File: src/rtl/attention_vector_assembler_if.sv
// -----------------------------------------------------------------------------
// attention_vector_assembler_if
// Bundles the serial sample stream, the stall request and the parallel
// attention-bus outputs of attention_vector_assembler.
//   s_data/s_valid/s_last/s_ready : serial channel stream (valid/ready)
//   vec_stall                     : defer emission of the pending vector
//   vec_out/vec_valid             : assembled vector, index = channel
//   frame_err                     : one-cycle pulse per malformed frame
//   vec_count/err_count           : emitted vectors / frame errors
// master = stream source and attention-bus consumer, slave = assembler.
// -----------------------------------------------------------------------------
interface attention_vector_assembler_if #(
  parameter int DATA_WIDTH = 16,
  parameter int NUM_CH     = 16
);
  logic signed [DATA_WIDTH-1:0]      s_data;
  logic                              s_valid;
  logic                              s_last;
  logic                              s_ready;
  logic                              vec_stall;
  logic [NUM_CH-1:0][DATA_WIDTH-1:0] vec_out;
  logic                              vec_valid;
  logic                              frame_err;
  logic [15:0]                       vec_count;
  logic [7:0]                        err_count;

  modport master (
    output s_data, s_valid, s_last, vec_stall,
    input  s_ready, vec_out, vec_valid, frame_err, vec_count, err_count
  );

  modport slave (
    input  s_data, s_valid, s_last, vec_stall,
    output s_ready, vec_out, vec_valid, frame_err, vec_count, err_count
  );
endinterface

File: src/rtl/attention_vector_assembler.sv
// -----------------------------------------------------------------------------
// attention_vector_assembler
// Assembles a serial signed channel stream into NUM_CH-wide vectors for the
// attention stage. A fill bank collects channels; a completed vector moves to
// the pending bank and is issued with a one-cycle vec_valid pulse when
// vec_stall is low. Short and long frames are dropped and counted.
// Ports:
//   clk    : clock
//   rst    : synchronous, active-high reset
//   io_bus : attention_vector_assembler_if.slave (stream in, vector bus out)
// -----------------------------------------------------------------------------
// state      | meaning
// ST_FILL    | assembling a vector, ch_idx = next channel slot
// ST_DISCARD | dropping beats of a long frame up to and including s_last
module attention_vector_assembler #(
  parameter int DATA_WIDTH = 16,
  parameter int NUM_CH     = 16
) (
  input  logic                          clk,
  input  logic                          rst,
  attention_vector_assembler_if.slave   io_bus
);
  localparam int CH_W = (NUM_CH > 1) ? $clog2(NUM_CH) : 1;
  localparam logic [CH_W-1:0] LAST_IDX = CH_W'(NUM_CH - 1);

  localparam logic [0:0] ST_FILL    = 1'b0;
  localparam logic [0:0] ST_DISCARD = 1'b1;

  logic [0:0]                        r_state;
  logic [CH_W-1:0]                   r_ch_idx;
  logic                              r_pend_full;
  logic [NUM_CH-1:0][DATA_WIDTH-1:0] r_fill;
  logic [NUM_CH-1:0][DATA_WIDTH-1:0] r_pend;
  logic [NUM_CH-1:0][DATA_WIDTH-1:0] r_vec_out;
  logic                              r_vec_valid;
  logic                              r_frame_err;
  logic [15:0]                       r_vec_count;
  logic [7:0]                        r_err_count;

  logic                              w_in_fill;
  logic                              w_is_last;
  logic                              w_s_ready;
  logic                              w_accept;
  logic                              w_emit;
  logic                              w_complete;
  logic                              w_frame_bad;
  logic [NUM_CH-1:0][DATA_WIDTH-1:0] w_new_vec;

  assign w_in_fill = (r_state == ST_FILL);
  assign w_is_last = (r_ch_idx == LAST_IDX);

  // Only the completing beat needs a free pending bank; an emission in the
  // same cycle frees it, so stall is the only thing that can block it.
  assign w_s_ready  = !w_in_fill || !(w_is_last && r_pend_full && io_bus.vec_stall);
  assign w_accept   = io_bus.s_valid && w_s_ready;
  assign w_emit     = r_pend_full && !io_bus.vec_stall;
  assign w_complete = w_accept && w_in_fill && w_is_last && io_bus.s_last;
  // Malformed frame: s_last early (short) or missing on the final slot (long).
  assign w_frame_bad = w_accept && w_in_fill && (w_is_last != io_bus.s_last);

  always_comb begin
    w_new_vec             = r_fill;
    w_new_vec[NUM_CH-1]   = io_bus.s_data;
  end

  // Data banks carry no reset; pend_full/ch_idx qualify their contents.
  always_ff @(posedge clk) begin
    if (w_accept && w_in_fill && !w_is_last && !io_bus.s_last)
      r_fill[r_ch_idx] <= io_bus.s_data;
    if (w_complete)
      r_pend <= w_new_vec;
  end

  always_ff @(posedge clk) begin
    if (rst) begin
      r_state     <= ST_FILL;
      r_ch_idx    <= '0;
      r_pend_full <= 1'b0;
      r_vec_out   <= '0;
      r_vec_valid <= 1'b0;
      r_frame_err <= 1'b0;
      r_vec_count <= '0;
      r_err_count <= '0;
    end else begin
      r_vec_valid <= 1'b0;
      r_frame_err <= w_frame_bad;

      if (w_frame_bad && (r_err_count != 8'hFF))
        r_err_count <= r_err_count + 8'd1;

      if (w_emit) begin
        r_vec_out   <= r_pend;
        r_vec_valid <= 1'b1;
        r_vec_count <= r_vec_count + 16'd1;
      end

      if (w_complete)
        r_pend_full <= 1'b1;
      else if (w_emit)
        r_pend_full <= 1'b0;

      if (w_accept) begin
        if (w_in_fill) begin
          if (w_is_last || io_bus.s_last)
            r_ch_idx <= '0;
          else
            r_ch_idx <= r_ch_idx + CH_W'(1);
          if (w_is_last && !io_bus.s_last)
            r_state <= ST_DISCARD;
        end else if (io_bus.s_last) begin
          r_state  <= ST_FILL;
          r_ch_idx <= '0;
        end
      end
    end
  end

  assign io_bus.s_ready   = w_s_ready;
  assign io_bus.vec_out   = r_vec_out;
  assign io_bus.vec_valid = r_vec_valid;
  assign io_bus.frame_err = r_frame_err;
  assign io_bus.vec_count = r_vec_count;
  assign io_bus.err_count = r_err_count;
endmodule

File: src/flat_wrapper.sv
// flat-port wrapper written by rule: the top's interface ports become plain ports
module attention_vector_assembler_flat 
#(
  parameter int DATA_WIDTH = 16,
  parameter int NUM_CH     = 16
)
  (clk, rst, io_bus_s_data, io_bus_s_valid, io_bus_s_last, io_bus_vec_stall, io_bus_s_ready, io_bus_vec_out, io_bus_vec_valid, io_bus_frame_err, io_bus_vec_count, io_bus_err_count);
  attention_vector_assembler_if #(.DATA_WIDTH(DATA_WIDTH), .NUM_CH(NUM_CH)) io_bus_i ();
  input  logic clk;
  input  logic rst;
  input wire logic [$bits(io_bus_i.s_data)-1:0] io_bus_s_data;
  input wire logic [$bits(io_bus_i.s_valid)-1:0] io_bus_s_valid;
  input wire logic [$bits(io_bus_i.s_last)-1:0] io_bus_s_last;
  input wire logic [$bits(io_bus_i.vec_stall)-1:0] io_bus_vec_stall;
  output wire logic [$bits(io_bus_i.s_ready)-1:0] io_bus_s_ready;
  output wire logic [$bits(io_bus_i.vec_out)-1:0] io_bus_vec_out;
  output wire logic [$bits(io_bus_i.vec_valid)-1:0] io_bus_vec_valid;
  output wire logic [$bits(io_bus_i.frame_err)-1:0] io_bus_frame_err;
  output wire logic [$bits(io_bus_i.vec_count)-1:0] io_bus_vec_count;
  output wire logic [$bits(io_bus_i.err_count)-1:0] io_bus_err_count;
  assign io_bus_i.s_data = io_bus_s_data;
  assign io_bus_i.s_valid = io_bus_s_valid;
  assign io_bus_i.s_last = io_bus_s_last;
  assign io_bus_i.vec_stall = io_bus_vec_stall;
  assign io_bus_s_ready = io_bus_i.s_ready;
  assign io_bus_vec_out = io_bus_i.vec_out;
  assign io_bus_vec_valid = io_bus_i.vec_valid;
  assign io_bus_frame_err = io_bus_i.frame_err;
  assign io_bus_vec_count = io_bus_i.vec_count;
  assign io_bus_err_count = io_bus_i.err_count;
  attention_vector_assembler #(.DATA_WIDTH(DATA_WIDTH), .NUM_CH(NUM_CH)) u_core (.clk(clk), .rst(rst), .io_bus(io_bus_i));
endmodule
File: config.mk
export PLATFORM = sky130hd
export DESIGN_NAME = attention_vector_assembler_flat
export DESIGN_NICKNAME = d
export VERILOG_FILES = /design/src/rtl/attention_vector_assembler_if.sv /design/src/rtl/attention_vector_assembler.sv /design/src/flat_wrapper.sv
export SDC_FILE = /design/constraint.sdc
export NUM_CORES = 1
export LEC_CHECK = 0
export BUFFER_PORTS_ARGS = -buffer_cell sky130_fd_sc_hd__clkbuf_2
export CORE_AREA = 5 5 242 197
export DETAILED_ROUTE_END_ITERATION = 10
export DIE_AREA = 0 0 247 202
export PLACE_DENSITY = 0.78
export REMOVE_ABC_BUFFERS = 1
export SLEW_MARGIN = 20
export SYNTH_ARGS = -nofsm -noshare
export SYNTH_HDL_FRONTEND = slang
export SYNTH_SLANG_ARGS = --single-unit
export TNS_END_PERCENT = 20
File: constraint.sdc
create_clock -name clk -period 16.15 [get_ports clk]
set_input_delay 1.615 -clock clk [delete_from_list [all_inputs] [get_ports clk]]
set_output_delay 1.615 -clock clk [all_outputs]
set_load 0.1 [all_outputs]
==> results.sh, run 1 <==
export IMPL_setup_tns_ns=0
export IMPL_synth_top_flop_cell="edfxtp_1"
export IMPL_rr_endpoint="u_core.r_pend[68]$_DFFE_PP_"
export IMPL_overflow=0
export IMPL_drv_slew=0
export IMPL_clock_fmax_ghz=0.225
export IMPL_fp_coreArea_mm2=0.0451
export IMPL_nNetsFinal=2143
export IMPL_ff2ff_setup_slack_ns=12.66
export IMPL_gp_congestion=0.811
export IMPL_io_pins=304
export IMPL_r2r_start="u_core.r_ch_idx[1]$_SDFFE_PP0P_"
export IMPL_hold_viol_final=0
export IMPL_dr_wl_met2_um=25100
export IMPL_p_leak_uw=0.0103
export IMPL_die_h_um=202
export IMPL_h_tree_depth=3
export IMPL_synth_area_leaders="edfxtp_1, dfxtp_1, nand2_1"
export IMPL_cp_startpoint="io_bus_vec_stall"
export IMPL_cts_hold_buf=0
export IMPL_first_pass_iters=5
export IMPL_worstPathRequired_ns=14.53
export IMPL_drtAntennaViolNets=0
export IMPL_wl_met1_um=22300
export IMPL_syn_avg_cell_area_um2=14.0
export IMPL_cp_num_buf_inv=2
export IMPL_finClkSkew_ns=0.0155
export IMPL_yosysMostFrequentCell="nand2_1"
export IMPL_fin_crit_sh_pct=27.6
export IMPL_ys_types=46
export IMPL_critPathMaxStageDelay_ns=0.45
export IMPL_grt_usage_pct=21.1
export IMPL_viasPerCell=5.29
export IMPL_drc=0
export IMPL_cp_num_cells=4
export IMPL_grt_pass1_wl_um=82100
export IMPL_startpoint_type="primary input"
export IMPL_yosys_area_top_type="edfxtp_1"
export IMPL_antenna_found_initial=0
export IMPL_crit_path_end_kind="output port"
export IMPL_p_per_area_mw_per_mm2=130
export IMPL_worstMarginPinSlew_ns=1.10
export IMPL_cap_violations=0
export IMPL_clkSlewWorstSetupHoldPaths_ns=0.06
export IMPL_cts_resized_gates=0
export IMPL_cpMostUsedCell="clkbuf_2"
export IMPL_critPathCapture="io_bus_s_ready"
export IMPL_ys_seq_elements=784
export IMPL_synth_top_area_share_pct=58.8
export IMPL_clock_latency_ns=0.60
export IMPL_reg2reg_depth=6
export IMPL_initial_core_util_pct=56.1
export IMPL_drt_iter0_markers=1178
export IMPL_vias=14731
export IMPL_period_needed_ns=4.45
export IMPL_synth_cells=1810
export IMPL_synth_edf_count=496
export IMPL_status="finished clean"
export IMPL_relSlewSlack_pct=26.8
export IMPL_cts_tree="done"
export IMPL_ys_seq_area_share_pct=81.6
export IMPL_die_x_um=247
export IMPL_min_path_type="flop to flop"
export IMPL_ys_warn_count=0
export IMPL_drive_gt1_share_pct=21.1
export IMPL_arrival_ns=2.83
export IMPL_vdd_drop_max_uv=81.8
export IMPL_clock_path_buffers=3
export IMPL_wl_per_cell_um=19.1
export IMPL_cp_top_family="simple AND/OR/NAND/NOR gates"
export IMPL_top_layer="met4"
export IMPL_cts_sinks=784
export IMPL_die_area_mm2=0.0499
export IMPL_finalSetupViolations=0
export IMPL_area_growth_pct=18.1
export IMPL_synth_commonest_cells="nand2_1, edfxtp_1, dfxtp_1"
export IMPL_post_cts_buffers=0
export IMPL_crit_path_max_fanout=7
export IMPL_synthArstFlopShare_pct=0
export IMPL_dpl_hpwl_um=31500
export IMPL_grt_pass1_vias=14484
export IMPL_numPortBuffers=303
export IMPL_place_inst=2652
export IMPL_finalWirelength_um=53300
export IMPL_std_cell_rows=70
export IMPL_worstPathCellList="clkbuf_2 -> nand2_1 -> or3_1 -> clkbuf_2"
export IMPL_grt_max_degree=174
export IMPL_rsz0062_at_grt="false"
export IMPL_instances_no_fill=2787
export IMPL_dr_wl_met3_um=4300
export IMPL_critPathKind="primary input to output port"
export IMPL_syn_area_mm2=0.0253
export IMPL_cts_root_buf="clkbuf_16"
export IMPL_numCtsBuffers=72
export IMPL_critPathSlowestCell="or3_1"
## worst register-to-register path: stages, from the launching register on
cell	delay [ns]
dfxtp_1	0.39
ha_1	0.26
and3_4	0.26
nand4_1	0.20
a21oi_4	0.19
buf_12	0.63
buf_4	1.15
## through the flow
step	util [%]	hold WS, ns	total power (uW)	setup slack (ns)	cell area, um2
floorplan	-	0.400	2170	1.15	24900
finish	66.2	0.410	3880	11.70	29900
global route	66.2	0.410	4000	11.65	29900
CTS	66.2	0.408	3910	11.71	29900
detailed placement	60.8	0.405	2200	11.72	27400
global placement	60.8	0.400	2200	11.75	27400
## power by group
group | internal, uW | switching, uW | total, uW | leakage (uW)
clock | 1010 | 710 | 1720 | 0.00119
sequential | 2120 | 1.11 | 2120 | 0.00678
combinational | 4.81 | 33.1 | 37.9 | 0.00233
total | 3130 | 745 | 3880 | 0.0103
## how the worst min path moves through the flow
stage / endpoint / from / cells after the start
final: u_core.r_pend[30]$_DFFE_PP_ / u_core.r_fill[30]$_DFFE_PP_ / 0
after global placement: u_core.r_pend[8]$_DFFE_PP_ / u_core.r_fill[8]$_DFFE_PP_ / 0
after CTS: u_core.r_pend[154]$_DFFE_PP_ / u_core.r_fill[154]$_DFFE_PP_ / 0
after floorplan: u_core.r_pend[0]$_DFFE_PP_ / u_core.r_fill[0]$_DFFE_PP_ / 0
after global routing: u_core.r_pend[62]$_DFFE_PP_ / u_core.r_fill[62]$_DFFE_PP_ / 0
after detailed placement: u_core.r_pend[135]$_DFFE_PP_ / u_core.r_fill[135]$_DFFE_PP_ / 0
## metal layers
layer,GRT usage [%],vias to the layer above
met5,0,-
met4,7.35,0
met3,5.74,105
met2,33.4,473
met1,28.7,7222
li1,-,6931
## flip-flops by register name, summed over array words and instances (netlist names), 4 cells and up
| register | cells |
|---|---|
| u_core.io_bus.vec_out | 256 |
| u_core.r_pend | 256 |
| u_core.r_fill | 240 |
| u_core.io_bus.vec_count | 16 |
| u_core.io_bus.err_count | 8 |
| u_core.r_ch_idx | 4 |
## cell usage in the layout (no fill, tap or decap), types with 4 or more instances in the layout
cell type  Yosys  final
a21oi_1      269    268
buf_4          0     18
bufinv_16      0      7
clkbuf_1      45     16
clkbuf_16      0     74
clkbuf_2       0    302
clkbuf_8       0     11
clkinv_1       0     10
clkinv_2       0      8
clkinv_8       0      4
dfxtp_1      288    288
edfxtp_1     496    496
ha_1           8      8
inv_1          9      9
nand2_1      530    530
nand3_1        9      9
nand4_1        4      4
nor2_1        31     20
nor2_2         0     10
nor3_1         8      4
nor3_2         0      4
o31ai_1        5      5
or3_1          7      7
xnor2_1        7      7
## cell type report
class                   instances  area (um2)
flip-flops and latches        784       20700
fillers                      3067       15200
multi-input cells             923        4280
clock buffers                 100        2050
repair buffers                323        1690
well taps                     612         766
clock inverters                34         392
inverters                      10        42.5
diodes                          1        2.50
## kinds of logic after synthesis
family	after synthesis	share of synthesized area (%)
compound gates	289	6.00
buf+inv	103	1.77
xor+xnor	10	0.346
flops	784	81.6
mux	4	0.163
simple gates	612	9.69
fa+ha+maj	8	0.396
(Power assumes the default switching activity.)
==> run 2: changes to the inputs <==
CORE_AREA = 5 5 256 208   (was 5 5 242 197)
DIE_AREA = 0 0 261 213   (was 0 0 247 202)
PLACE_DENSITY = 0.73   (was 0.78)
clock period = 3.6 ns   (was 16.15 ns; I/O delays follow)
==> run 2 against run 1 <==
Against the previous run:
- setup slack worse by 11 ns
- via count grew 0.12%
- count of clock-buffer cells in the layout shrank 3
- worst hold slack lost 0.28 ns
- wire length up 2.5%
- clock skew up 0.0078 ns
- critical path depth unchanged
- first-iteration DRC count grew 17%
- register-to-register slack got worse by 12 ns
- flip-flop and latch count unchanged
- final cell count is 2.8% higher
- clock power rose to 4.5 times the previous value
- highest routed layer is now met5
==> results.sh, run 2 (same netlist as run 1, synthesis figures left out) <==
export IMPL_fp_coreArea_mm2=0.0505
export IMPL_dpl_hpwl_um=32500
export IMPL_worstPathRequired_ns=3.24
export IMPL_startpoint_type="flop"
export IMPL_grt_usage_pct=19.3
export IMPL_critPathMaxStageDelay_ns=0.58
export IMPL_crit_path_end_kind="output port"
export IMPL_min_path_type="primary input to flop"
export IMPL_arrival_ns=2.32
export IMPL_p_per_area_mw_per_mm2=580
export IMPL_power_uw=17400
export IMPL_post_cts_buffers=0
export IMPL_io_pins=304
export IMPL_cts_hold_buf=1
export IMPL_numCtsBuffers=74
export IMPL_cap_violations=0
export IMPL_antenna_found_initial=3
export IMPL_vias=14748
export IMPL_diodes=0
export IMPL_fin_crit_sh_pct=74.4
export IMPL_clock_path_buffers=3
export IMPL_cp_top_family="simple AND/OR/NAND/NOR gates"
export IMPL_drive_gt1_share_pct=21.5
export IMPL_cp_num_buf_inv=2
export IMPL_rsz0062_at_grt="false"
export IMPL_wl_per_cell_um=19.1
export IMPL_worstPathCellList="and3_4 -> clkinv_4 -> or3_1 -> clkbuf_2"
export IMPL_crit_path_max_fanout=11
export IMPL_finalSetupViolations=0
export IMPL_p_leak_uw=0.0103
export IMPL_setup_slack_ns=0.921
export IMPL_final_common_cell="nand2_1"
export IMPL_setup_tns_ns=0
export IMPL_grt_max_degree=145
export IMPL_drt_iter0_markers=1373
export IMPL_std_cell_rows=74
export IMPL_clkSlewWorstSetupHoldPaths_ns=0.06
export IMPL_clock_fmax_ghz=0.373
export IMPL_area_growth_pct=18.8
export IMPL_critPathKind="flop to output port"
export IMPL_period_needed_ns=2.68
export IMPL_drv_slew=0
export IMPL_whs_ns=0.135
export IMPL_nNetsFinal=2148
export IMPL_numPortBuffers=303
export IMPL_worstMarginPinSlew_ns=0.958
export IMPL_grt_pass1_vias=14146
export IMPL_relSlewSlack_pct=36.0
export IMPL_cts_resized_gates=0
export IMPL_die_x_um=261
export IMPL_cts_tree="done"
export IMPL_finClkSkew_ns=0.0234
export IMPL_die_area_mm2=0.0556
export IMPL_critPathSlowestCell="dfxtp_1"
export IMPL_fill_cells=3896
export IMPL_hold_viol_final=0
export IMPL_cts_root_buf="clkbuf_16"
export IMPL_clock_latency_ns=0.60
export IMPL_drc=0
export IMPL_gp_congestion=0.796
export IMPL_drtAntennaViolNets=0
export IMPL_first_pass_iters=5
export IMPL_viasPerCell=5.15
export IMPL_vdd_drop_max_uv=364
export IMPL_die_h_um=213
export IMPL_grt_pass1_wl_um=82300
export IMPL_layout_common_cells="nand2_1, edfxtp_1, clkbuf_2"
export IMPL_cts_sinks=784
export IMPL_overflow=0
export IMPL_dpl_worst_slack_ns=1.08
export IMPL_finalWirelength_um=54600
export IMPL_h_tree_depth=3
export IMPL_initial_core_util_pct=50.2
export IMPL_status="finished clean"
-- run 2: worst paths after layout --
check	slack [ns]	depth (start not counted)	from	endpoint
worst max-delay path	0.92	4	u_core.r_ch_idx[3]$_SDFFE_PP0P_	io_bus_s_ready
worst min-delay path	0.14	2	io_bus_s_valid	u_core.r_state$_SDFFE_PP0P_
worst max register to register	1.07	6	u_core.r_ch_idx[1]$_SDFFE_PP0P_	u_core.r_fill[129]$_DFFE_PP_
worst min register to register	0.41	0	u_core.r_fill[100]$_DFFE_PP_	u_core.r_pend[100]$_DFFE_PP_
-- run 2: layout make-up --
class	instances	area, um2	area share [%]
inverter	10	42.5	0.141
multi-input combinational	923	4270	14.2
clock inverter	41	438	1.46
sequential	784	20700	68.7
timing repair buffer	326	1790	5.95
tap	684	856	2.85
clock buffer	97	2010	6.68
-- run 2: power breakdown --
group	switching, uW	internal (uW)
logic	161	24.7
registers	5.59	9510
clock network	3250	4490
total	3420	14000
-- run 2: stage by stage --
stage / instance area (um2) / instances / utilization, %
2_1_floorplan: 24900 / 1717 / -
3_3_place_gp: 27600 / 2726 / 54.7
3_5_place_dp: 27600 / 2726 / 54.7
4_1_cts: 30100 / 2865 / 59.6
5_1_grt: 30100 / 2865 / 59.6
6_report: 30100 / 2865 / 59.6
-- run 2: layer usage --
| metal | vias to the layer above | part of all wire [%] | GRT usage, % |
|---|---|---|---|
| li1 | 6955 | - | - |
| met1 | 7194 | 43 | 27.3 |
| met2 | 517 | 47 | 30.1 |
| met3 | 80 | 8.0 | 5.23 |
| met4 | 2 | 2.1 | 4.96 |
| met5 | - | 0.020 | 0 |
